### config.mk
export PLATFORM = sky130hd
export DESIGN_NAME = i2c_capture_ctrl
export DESIGN_NICKNAME = d
export VERILOG_FILES = /design/src/rtl/la_pkg.sv /design/src/rtl/la_byte_buf.sv /design/src/rtl/i2c_capture_ctrl.sv
export SDC_FILE = /design/constraint.sdc
export NUM_CORES = 1
export LEC_CHECK = 0
export ABC_CLOCK_PERIOD_IN_PS = 4300
export CORE_MARGIN = 3
export CORE_UTILIZATION = 57
export DETAILED_ROUTE_END_ITERATION = 8
export GPL_TIMING_DRIVEN = 0
export PLACE_DENSITY = 0.79
export SYNTH_ARGS = -nofsm -noshare
export SYNTH_HDL_FRONTEND = slang
export SYNTH_SLANG_ARGS = --single-unit
### constraint.sdc
create_clock -name clk -period 4.3 [get_ports clk]
set_input_delay 0.86 -clock clk [delete_from_list [all_inputs] [get_ports clk]]
set_output_delay 0.86 -clock clk [all_outputs]
set_load 0.02 [all_outputs]
### src/rtl/la_pkg.sv
// Shared constants for the logic-analyzer capture path: byte width and FSM state codes.
package la_pkg;

  localparam int BYTE_W = 8;

  localparam logic [1:0] ST_IDLE    = 2'd0;
  localparam logic [1:0] ST_ARMED   = 2'd1;
  localparam logic [1:0] ST_CAPTURE = 2'd2;
  localparam logic [1:0] ST_DONE    = 2'd3;

endpackage

### src/rtl/la_byte_buf.sv
// Capture buffer: DEPTH x BYTE_W storage with one write port and a registered read port.
module la_byte_buf
  import la_pkg::*;
#(
  parameter  int DEPTH = 8,
  localparam int AW    = $clog2(DEPTH)
) (
  input  logic              clk,
  input  logic              rst,
  input  logic              wr_en,
  input  logic [AW-1:0]     wr_addr,
  input  logic [BYTE_W-1:0] wr_data,
  input  logic              rd_en,
  input  logic [AW-1:0]     rd_addr,
  output logic [BYTE_W-1:0] rd_data
);

  // Storage carries no reset so it can map onto RAM; contents after reset are don't-care.
  logic [BYTE_W-1:0] mem [DEPTH];

  // Write port: one byte per strobe.
  always_ff @(posedge clk) begin
    if (wr_en) begin
      mem[wr_addr] <= wr_data;
    end
  end

  // Registered read port; holds the last byte read when idle.
  always_ff @(posedge clk) begin
    if (rst) begin
      rd_data <= '0;
    end else if (rd_en) begin
      rd_data <= mem[rd_addr];
    end
  end

endmodule

### src/rtl/i2c_capture_ctrl.sv
// Triggered capture sequencer between the I2C byte decoder and the readout mux.
// Arms on command, waits for a trigger byte, buffers bytes until length or idle
// timeout, then lets the host drain the buffer.
module i2c_capture_ctrl
  import la_pkg::*;
#(
  parameter  int DEPTH     = 8,
  parameter  int TIMEOUT_W = 16,
  localparam int CW        = $clog2(DEPTH) + 1
) (
  input  logic                 clk,
  input  logic                 rst,
  input  logic                 arm,
  input  logic                 abort,
  input  logic                 trig_mode,
  input  logic [BYTE_W-1:0]    trig_value,
  input  logic [BYTE_W-1:0]    trig_mask,
  input  logic [CW-1:0]        capture_len,
  input  logic [TIMEOUT_W-1:0] timeout,
  input  logic [BYTE_W-1:0]    dec_data,
  input  logic                 dec_valid,
  output logic                 dec_detect_only,
  input  logic                 rd_en,
  output logic [BYTE_W-1:0]    rd_data,
  output logic                 rd_valid,
  output logic [1:0]           state,
  output logic [CW-1:0]        count,
  output logic                 timed_out
);

  localparam int            AW       = $clog2(DEPTH);
  localparam logic [CW-1:0] DEPTH_CW = CW'(DEPTH);

  logic [1:0]           state_reg;
  logic [CW-1:0]        count_reg;
  logic                 timed_out_reg;
  logic                 rd_valid_reg;
  logic [AW-1:0]        wr_ptr_reg;
  logic [AW-1:0]        rd_ptr_reg;
  logic [CW-1:0]        len_reg;
  logic                 mode_reg;
  logic [BYTE_W-1:0]    val_reg;
  logic [BYTE_W-1:0]    mask_reg;
  logic [TIMEOUT_W-1:0] timeout_reg;
  logic [TIMEOUT_W-1:0] idle_reg;

  logic                 arm_ok;
  logic                 trig_hit;
  logic                 wr_fire;
  logic                 rd_fire;
  logic [CW-1:0]        len_norm;
  logic [CW-1:0]        count_inc;
  logic [TIMEOUT_W-1:0] idle_inc;
  logic                 idle_expire;

  // Qualifiers for trigger, writes, reads, length normalisation and idle timeout.
  always_comb begin
    arm_ok      = arm && ((state_reg == ST_IDLE) || (state_reg == ST_DONE));
    trig_hit    = dec_valid && (!mode_reg || (((dec_data ^ val_reg) & mask_reg) == '0));
    wr_fire     = !abort && (((state_reg == ST_ARMED) && trig_hit) ||
                             ((state_reg == ST_CAPTURE) && dec_valid));
    rd_fire     = !abort && !arm_ok && (state_reg == ST_DONE) && (count_reg != '0) && rd_en;
    len_norm    = ((capture_len == '0) || (capture_len > DEPTH_CW)) ? DEPTH_CW : capture_len;
    count_inc   = count_reg + CW'(1);
    idle_inc    = (idle_reg == '1) ? idle_reg : idle_reg + TIMEOUT_W'(1);
    // Expiry is judged on the value the counter reaches this edge, so DONE lands
    // exactly 'timeout' idle cycles after the last byte.
    idle_expire = (timeout_reg != '0) && (idle_inc == timeout_reg);
  end

  // Capture FSM with count, pointers, latched configuration and idle counter.
  always_ff @(posedge clk) begin
    if (rst) begin
      state_reg     <= ST_IDLE;
      count_reg     <= '0;
      timed_out_reg <= 1'b0;
      rd_valid_reg  <= 1'b0;
      wr_ptr_reg    <= '0;
      rd_ptr_reg    <= '0;
      len_reg       <= DEPTH_CW;
      mode_reg      <= 1'b0;
      val_reg       <= '0;
      mask_reg      <= '0;
      timeout_reg   <= '0;
      idle_reg      <= '0;
    end else begin
      rd_valid_reg <= rd_fire;
      if (abort) begin
        state_reg <= ST_IDLE;
        count_reg <= '0;
      end else if (arm_ok) begin
        state_reg     <= ST_ARMED;
        count_reg     <= '0;
        timed_out_reg <= 1'b0;
        wr_ptr_reg    <= '0;
        rd_ptr_reg    <= '0;
        len_reg       <= len_norm;
        mode_reg      <= trig_mode;
        val_reg       <= trig_value;
        mask_reg      <= trig_mask;
        timeout_reg   <= timeout;
        idle_reg      <= '0;
      end else begin
        case (state_reg)
          ST_ARMED: begin
            if (trig_hit) begin
              wr_ptr_reg <= wr_ptr_reg + AW'(1);
              count_reg  <= count_inc;
              idle_reg   <= '0;
              state_reg  <= (len_reg == CW'(1)) ? ST_DONE : ST_CAPTURE;
            end
          end
          ST_CAPTURE: begin
            if (dec_valid) begin
              wr_ptr_reg <= wr_ptr_reg + AW'(1);
              count_reg  <= count_inc;
              idle_reg   <= '0;
              if (count_inc == len_reg) begin
                state_reg <= ST_DONE;
              end
            end else begin
              idle_reg <= idle_inc;
              if (idle_expire) begin
                state_reg     <= ST_DONE;
                timed_out_reg <= 1'b1;
              end
            end
          end
          ST_DONE: begin
            if (rd_fire) begin
              rd_ptr_reg <= rd_ptr_reg + AW'(1);
              count_reg  <= count_reg - CW'(1);
            end
          end
          default: begin
          end
        endcase
      end
    end
  end

  la_byte_buf #(
    .DEPTH(DEPTH)
  ) u_buf (
    .clk    (clk),
    .rst    (rst),
    .wr_en  (wr_fire),
    .wr_addr(wr_ptr_reg),
    .wr_data(dec_data),
    .rd_en  (rd_fire),
    .rd_addr(rd_ptr_reg),
    .rd_data(rd_data)
  );

  assign dec_detect_only = (state_reg == ST_IDLE) || (state_reg == ST_DONE);
  assign rd_valid        = rd_valid_reg;
  assign state           = state_reg;
  assign count           = count_reg;
  assign timed_out       = timed_out_reg;

endmodule

After elaboration in Yosys (flattened, before gate mapping):

Memories as Yosys holds them, arrays and structs flattened. A register that Yosys moved wholly into a read port is not among the register bits.
Cells that the tools add are included.

* memories kept: 1
* output and inout bits: 17
* flip-flop bits (word level): 67
* logic and storage cells: 109
* input port bits: 51
* memory bits (writable): 64

* multiplexer cells: 30
* order comparisons: 1
* reductions and logical operators: 39
* add/sub/neg operators: 5
* equal/unequal tests: 17
* bitwise operators: 3

Memory list
* u_buf.mem: words 8, bits a word 8, read ports 1, clocked after memory_dff 1, write ports 1, line la_byte_buf.sv:19 `logic [BYTE_W-1:0] mem [DEPTH];`

Operators by type and width (count)
* 16-bit two-way mux: 4
* 16-bit case mux with 2 select lines: 1
* 4-bit AND reduction: 5
* 3-bit two-way mux: 6
* 16-bit by 1-bit adder with 16-bit output (second input constant): 1
* 16-bit == test: 1
* 16-bit == test (second input constant): 1
* 4-bit two-way mux: 4
* 16-bit nonzero test: 1
* 4-bit case mux with 3 select lines: 1
* 1-bit logical AND: 10
* 2-bit nonzero test: 5
* 3-bit inequality test (second input constant): 3
* 8-bit bitwise AND: 1
* 8-bit zero test: 1
* 1-bit two-way mux: 8
* 2-bit two-way mux: 4
* 8-bit XOR: 1
* 3-bit by 1-bit adder with 3-bit output (second input constant): 2
* 2-bit inequality test (second input constant): 3
* 3-bit case mux with 2 select lines: 1
* 3-bit AND reduction: 2
* 3-bit nonzero test: 2
* 4-bit by 1-bit adder with 4-bit output (second input constant): 1
* 20 further kinds: 26

Logic depth before layout (Yosys ltp):

* word-level depth: 11
* depth in mapped cells: 10
* mapped depth without buffers: 9

Cells and area by module:

Synthesis repeated with hierarchy kept, for this count alone.

* cell total of the unflattened synthesis: 641
* area, all modules: 6523.8 µm²

Modules (own cells, without submodules)
* i2c_capture_ctrl: area an instance 3711.1 µm², cells an instance 479, sequential area each 1341.3 µm², instances 1
* la_byte_buf: area an instance 2812.7 µm², cells an instance 162, sequential area each 2082.0 µm², instances 1

Worst setup path after synthesis:

Ideal clock, no wire load.

* path kind: input port to flip-flop
* start: input dec_data[5]
* end: memory u_buf.mem[0][0], enable pin
* arrival time: 2894 ps
* stages: 7
* library setup time: 385 ps
* buffers on the path: 0
* path slack: 1021 ps
* path through: xor2_1 a22o_1 o41ai_1 a21oi_1 nor3b_1 nor2b_1 nor3b_1

* word-level cells in the longest chain between the ends: 10

Ends and longest elaborated chain
* start: declaration: line i2c_capture_ctrl.sv:20 `input logic [BYTE_W-1:0] dec_data,`
* 8-bit XOR: line i2c_capture_ctrl.sv:59 `trig_hit = dec_valid && (!mode_reg || (((dec_data ^ val_reg) & mask_reg) == '0));`
* 8-bit bitwise AND: line i2c_capture_ctrl.sv:59
* 8-bit zero test: line i2c_capture_ctrl.sv:59
* 1-bit logical OR: line i2c_capture_ctrl.sv:59
* 1-bit logical AND: line i2c_capture_ctrl.sv:59
* 1-bit logical AND: line i2c_capture_ctrl.sv:60 `wr_fire = !abort && (((state_reg == ST_ARMED) && trig_hit) ||`
* 1-bit logical OR: line i2c_capture_ctrl.sv:60
* 1-bit logical AND: line i2c_capture_ctrl.sv:60
* 1-bit two-way mux: line la_byte_buf.sv:23 `if (wr_en) begin`
* 1-bit two-way mux (not written as such): line la_byte_buf.sv:24 `mem[wr_addr] <= wr_data;`
* end: declaration: line la_byte_buf.sv:19

Every way passes these cells.

Final worst setup path:

* start: input dec_data[5]
* end: register idle_reg[7]

* word-level cells in the longest chain between the ends: 7

Ends and longest elaborated chain
* 8-bit XOR: line i2c_capture_ctrl.sv:59
* 8-bit bitwise AND: line i2c_capture_ctrl.sv:59
* 8-bit zero test: line i2c_capture_ctrl.sv:59
* 1-bit logical OR: line i2c_capture_ctrl.sv:59
* 1-bit logical AND: line i2c_capture_ctrl.sv:59
* 3-bit inequality test (no source line)
* 3-bit AND reduction (no source line)
* end signal: assignment: line i2c_capture_ctrl.sv:122 `idle_reg <= idle_inc;`
* end: declaration: line i2c_capture_ctrl.sv:45 `logic [TIMEOUT_W-1:0] idle_reg;`

Every way passes these cells.
A chain may end at the register's enable or synchronous reset.

==> impl_results.md <==
- Initial antenna violation count: 0
- Post-synthesis async set-or-reset flop share: 0%
- Area of the mapped netlist: 6380 sq um
- Hold WS: 0.463 ns
- Critical-path top delay cell: o41ai_2
- Crit path DAT: 4.39 ns
- Ranking of synthesized cells by area: edfxtp_1, dfxtp_1, nand2_1, mux4_2, a21oi_1
- Worst VDD drop: 0.389 mV
- Cell taking the most area after synthesis: edfxtp_1
- TritonRoute pass-1 iters: 5
- HP Class: reg -> reg
- Kind of critical path: in -> reg
- Skew-Pair Late Insertion Delay: 0.53 ns
- Most frequent cells after synthesis: nand2_1, dfxtp_1, edfxtp_1
- Via density: 5.98
- FP Rows: 38
- Yosys reg bits: 139
- WL per Instance: 19.2 microns
- RSZ-0062 raised after global routing: false
- Reg2reg end: timed_out
- Delay-heaviest family, CP: compound AO/OA/AOI/OAI gates
- Clk_skew: 0.00607 ns
- Gr usage total: 27.0%
- Worst-Margin Slew: 0.906 ns
- Share of the synthesized area in the top cell type: 30.1%
- Primary FF master, synth: dfxtp_1
- # setup viols final: 0
- CP max FO: 10
- Post-route DRC violation count: 0
- Place WS: -0.983 ns
- Critical Path RT: 4.70 ns
- Final WL: 16200 microns
- Die boundary height: 112 microns
- Max reg flops: 64
- Largest net degree at the start of global routing: 17
- Count leader, synth: nand2_1
- Total grt overflow: 0
- Die area: 12500 sq um
- Vias in the first global route: 5072
- Internal power: 2.27 mW
- Core ar.: 10900 sq um
- Clock root buffer: clkbuf_8
- Final net count: 750
- Mapped Cells: 607
- Post-route ant nets: 0
- Final hold vios: 0
- Outcome: complete, no violations
- EDFF count, synth: 64
- YS warnings: 0
- Startpoint Class: primary input
- # port buffers: 65
- Tmin final: 3.98 ns
- Clk buf depth: 2
- Hold Crit Depth: 2
- DR vias: 5051
- Comb power frac: 6.4%
- F_max: 251 MHz
- Clock-pin transition on the worst setup and hold timing paths: 0.06 ns
- Post-DP HPWL: 11300 microns
- Hold Path End: mask_reg[4]
- Initial DRC Count: 420
- Clock power share: 46.0%
- Die Span X: 112 microns
- Final setup margin: 0.318 ns
- Static Leak: 2.58 nW
- Area Overhead vs Synth: 22.1%
- R2R depth: 9
- CTS Buf Count: 17
- CTS sink cnt: 139
- Post-synth cell types: 54
- TritonCTS clock tree: built
- Initial Util: 58.6%
- Routability Congestion: 0.905
- First-pass GRT wire length: 26300 microns
- Seq/Total Area, Yosys: 53.6%
- Hold_sp: mask_reg[4]
- Net switching power: 0.714 mW
- H-tree Lvls: 4
- Worst relative slew slack: 39.6%
- Max Slew Vio Count: 0
- Max_cap viols: 0
- Worst-path cell chain: clkdlybuf4s50_1 -> xor2_1 -> a22o_1 -> o41ai_2 -> a31oi_1 -> a21oi_1 -> clkbuf_1 -> a21oi_1 -> nand2_1 -> o31ai_1
- Mapped Avg Cell Area: 10.5 sq um
- Switching share of power: 23.9%
- Share of post-route cells with drive strength above 1: 9.23%
- IO Count: 68
- Power Total: 2.98 mW
- CTS Hold Bufs: 0
- Critical path's largest stage delay: 0.67 ns
- Antenna cells: 0
- Power Dens Cells: 383 nW/um^2
- Final period utilization: 92.6%
- RR Startpoint: idle_reg[0]
- Worst path buffer plus inverter count: 2
- Setup crit end kind: flop
- R2R setup slack: 0.56 ns
- Post-Syn Nets: 666
- CP dominant cell by count: a21oi_1
- Sequential Power Share: 47.6%
- Crit path depth: 10
==> repair_timing <==
item / 4_1_cts / 5_1_grt
endpoints found under the setup margin: 24 / 76
resized for setup: 3 / 1
buffers inserted: 0 / 0
==> cells in the final DEF (no fill, tap or decap), types with 2 or more instances in the layout <==
master	count
nand2_1	100
dfxtp_1	75
clkdlybuf4s50_1	65
edfxtp_1	64
a21oi_1	63
nor2_1	32
clkbuf_1	28
xor2_1	21
o21ai_0	19
nor3_1	16
mux4_2	16
xnor2_1	16
clkbuf_16	16
nand3_1	13
mux2i_1	13
a211oi_1	12
nand4_1	11
inv_1	9
nand2b_1	8
ha_1	8
nor4_1	7
buf_1	6
a22o_1	6
nor2b_1	5
buf_2	5
or3_1	5
inv_6	5
and3_1	4
o31ai_1	4
nand3b_1	4
clkinv_4	4
nor3b_2	3
a31oi_1	3
and4_1	3
and3b_1	2
mux2_2	2
o211ai_1	2
o31a_1	2
==> tightest hold or removal path, cell delays in order, from the launching register on <==
cell and delay, ns:
dfxtp_1 0.31, nand2_1 0.05, a21oi_1 0.05
==> how the worst max path moves through the flow <==
stage / start / to
floorplan: dec_data[5] / u_buf.mem[0][0]
global placement: dec_data[3] / u_buf.mem[0][1]
detailed placement: dec_data[3] / u_buf.mem[0][1]
CTS: dec_data[5] / idle_reg[7]
global route: dec_data[3] / u_buf.mem[0][7]
finish: dec_data[5] / idle_reg[7]
==> per-layer routing <==
| metal | share of wire (%) | up-vias | GRT usage, % |
|---|---|---|---|
| met5 | 0 | - | 0 |
| met4 | 2.9 | 0 | 12.0 |
| met3 | 6.7 | 39 | 7.93 |
| met2 | 50 | 193 | 43.0 |
| met1 | 41 | 2440 | 34.4 |
| li1 | - | 2379 | - |
==> power groups by stage <==
stage | clock (mW) | sequential (mW) | combinational (mW)
after CTS | 1.38 | 1.42 | 0.191
after global placement | 0 | 1.45 | 0.183
final | 1.37 | 1.42 | 0.192
after detailed placement | 0 | 1.45 | 0.188
after floorplan | 0 | 1.44 | 0.0969
after global routing | 1.45 | 1.42 | 0.210
==> cells by family (layout without fill, tap and decap cells) <==
kind of cell / after synthesis / after routing / synth area share (%)
mux: 31 / 31 / 8.04
flops: 139 / 139 / 53.6
fa+ha+maj: 8 / 8 / 1.57
buf+inv: 46 / 143 / 2.80
simple gates: 225 / 225 / 17.4
xor+xnor: 37 / 37 / 5.08
compound gates: 121 / 121 / 11.5
==> final cells by class <==
cell class              count  area [sq um]
well taps                 140           175
clock inverters            13           133
plain buffers              37           145
clock buffers              19           422
repair buffers             65           651
fillers                   780          3100
inverters                   9          33.8
flip-flops and latches    139          3420
multi-input cells         422          2810
==> through the flow <==
stage / area (sq um) / instances / utilization (%) / setup TNS [ns]
detailed placement: 7210 / 812 / 66.3 / -38.03
finish: 7790 / 844 / 71.6 / 0
CTS: 7780 / 844 / 71.5 / 0
global placement: 7210 / 812 / 66.2 / -37.18
floorplan: 6380 / 607 / - / 0
global route: 7790 / 844 / 71.6 / 0
No activity file was read; power rests on OpenSTA's default activity.
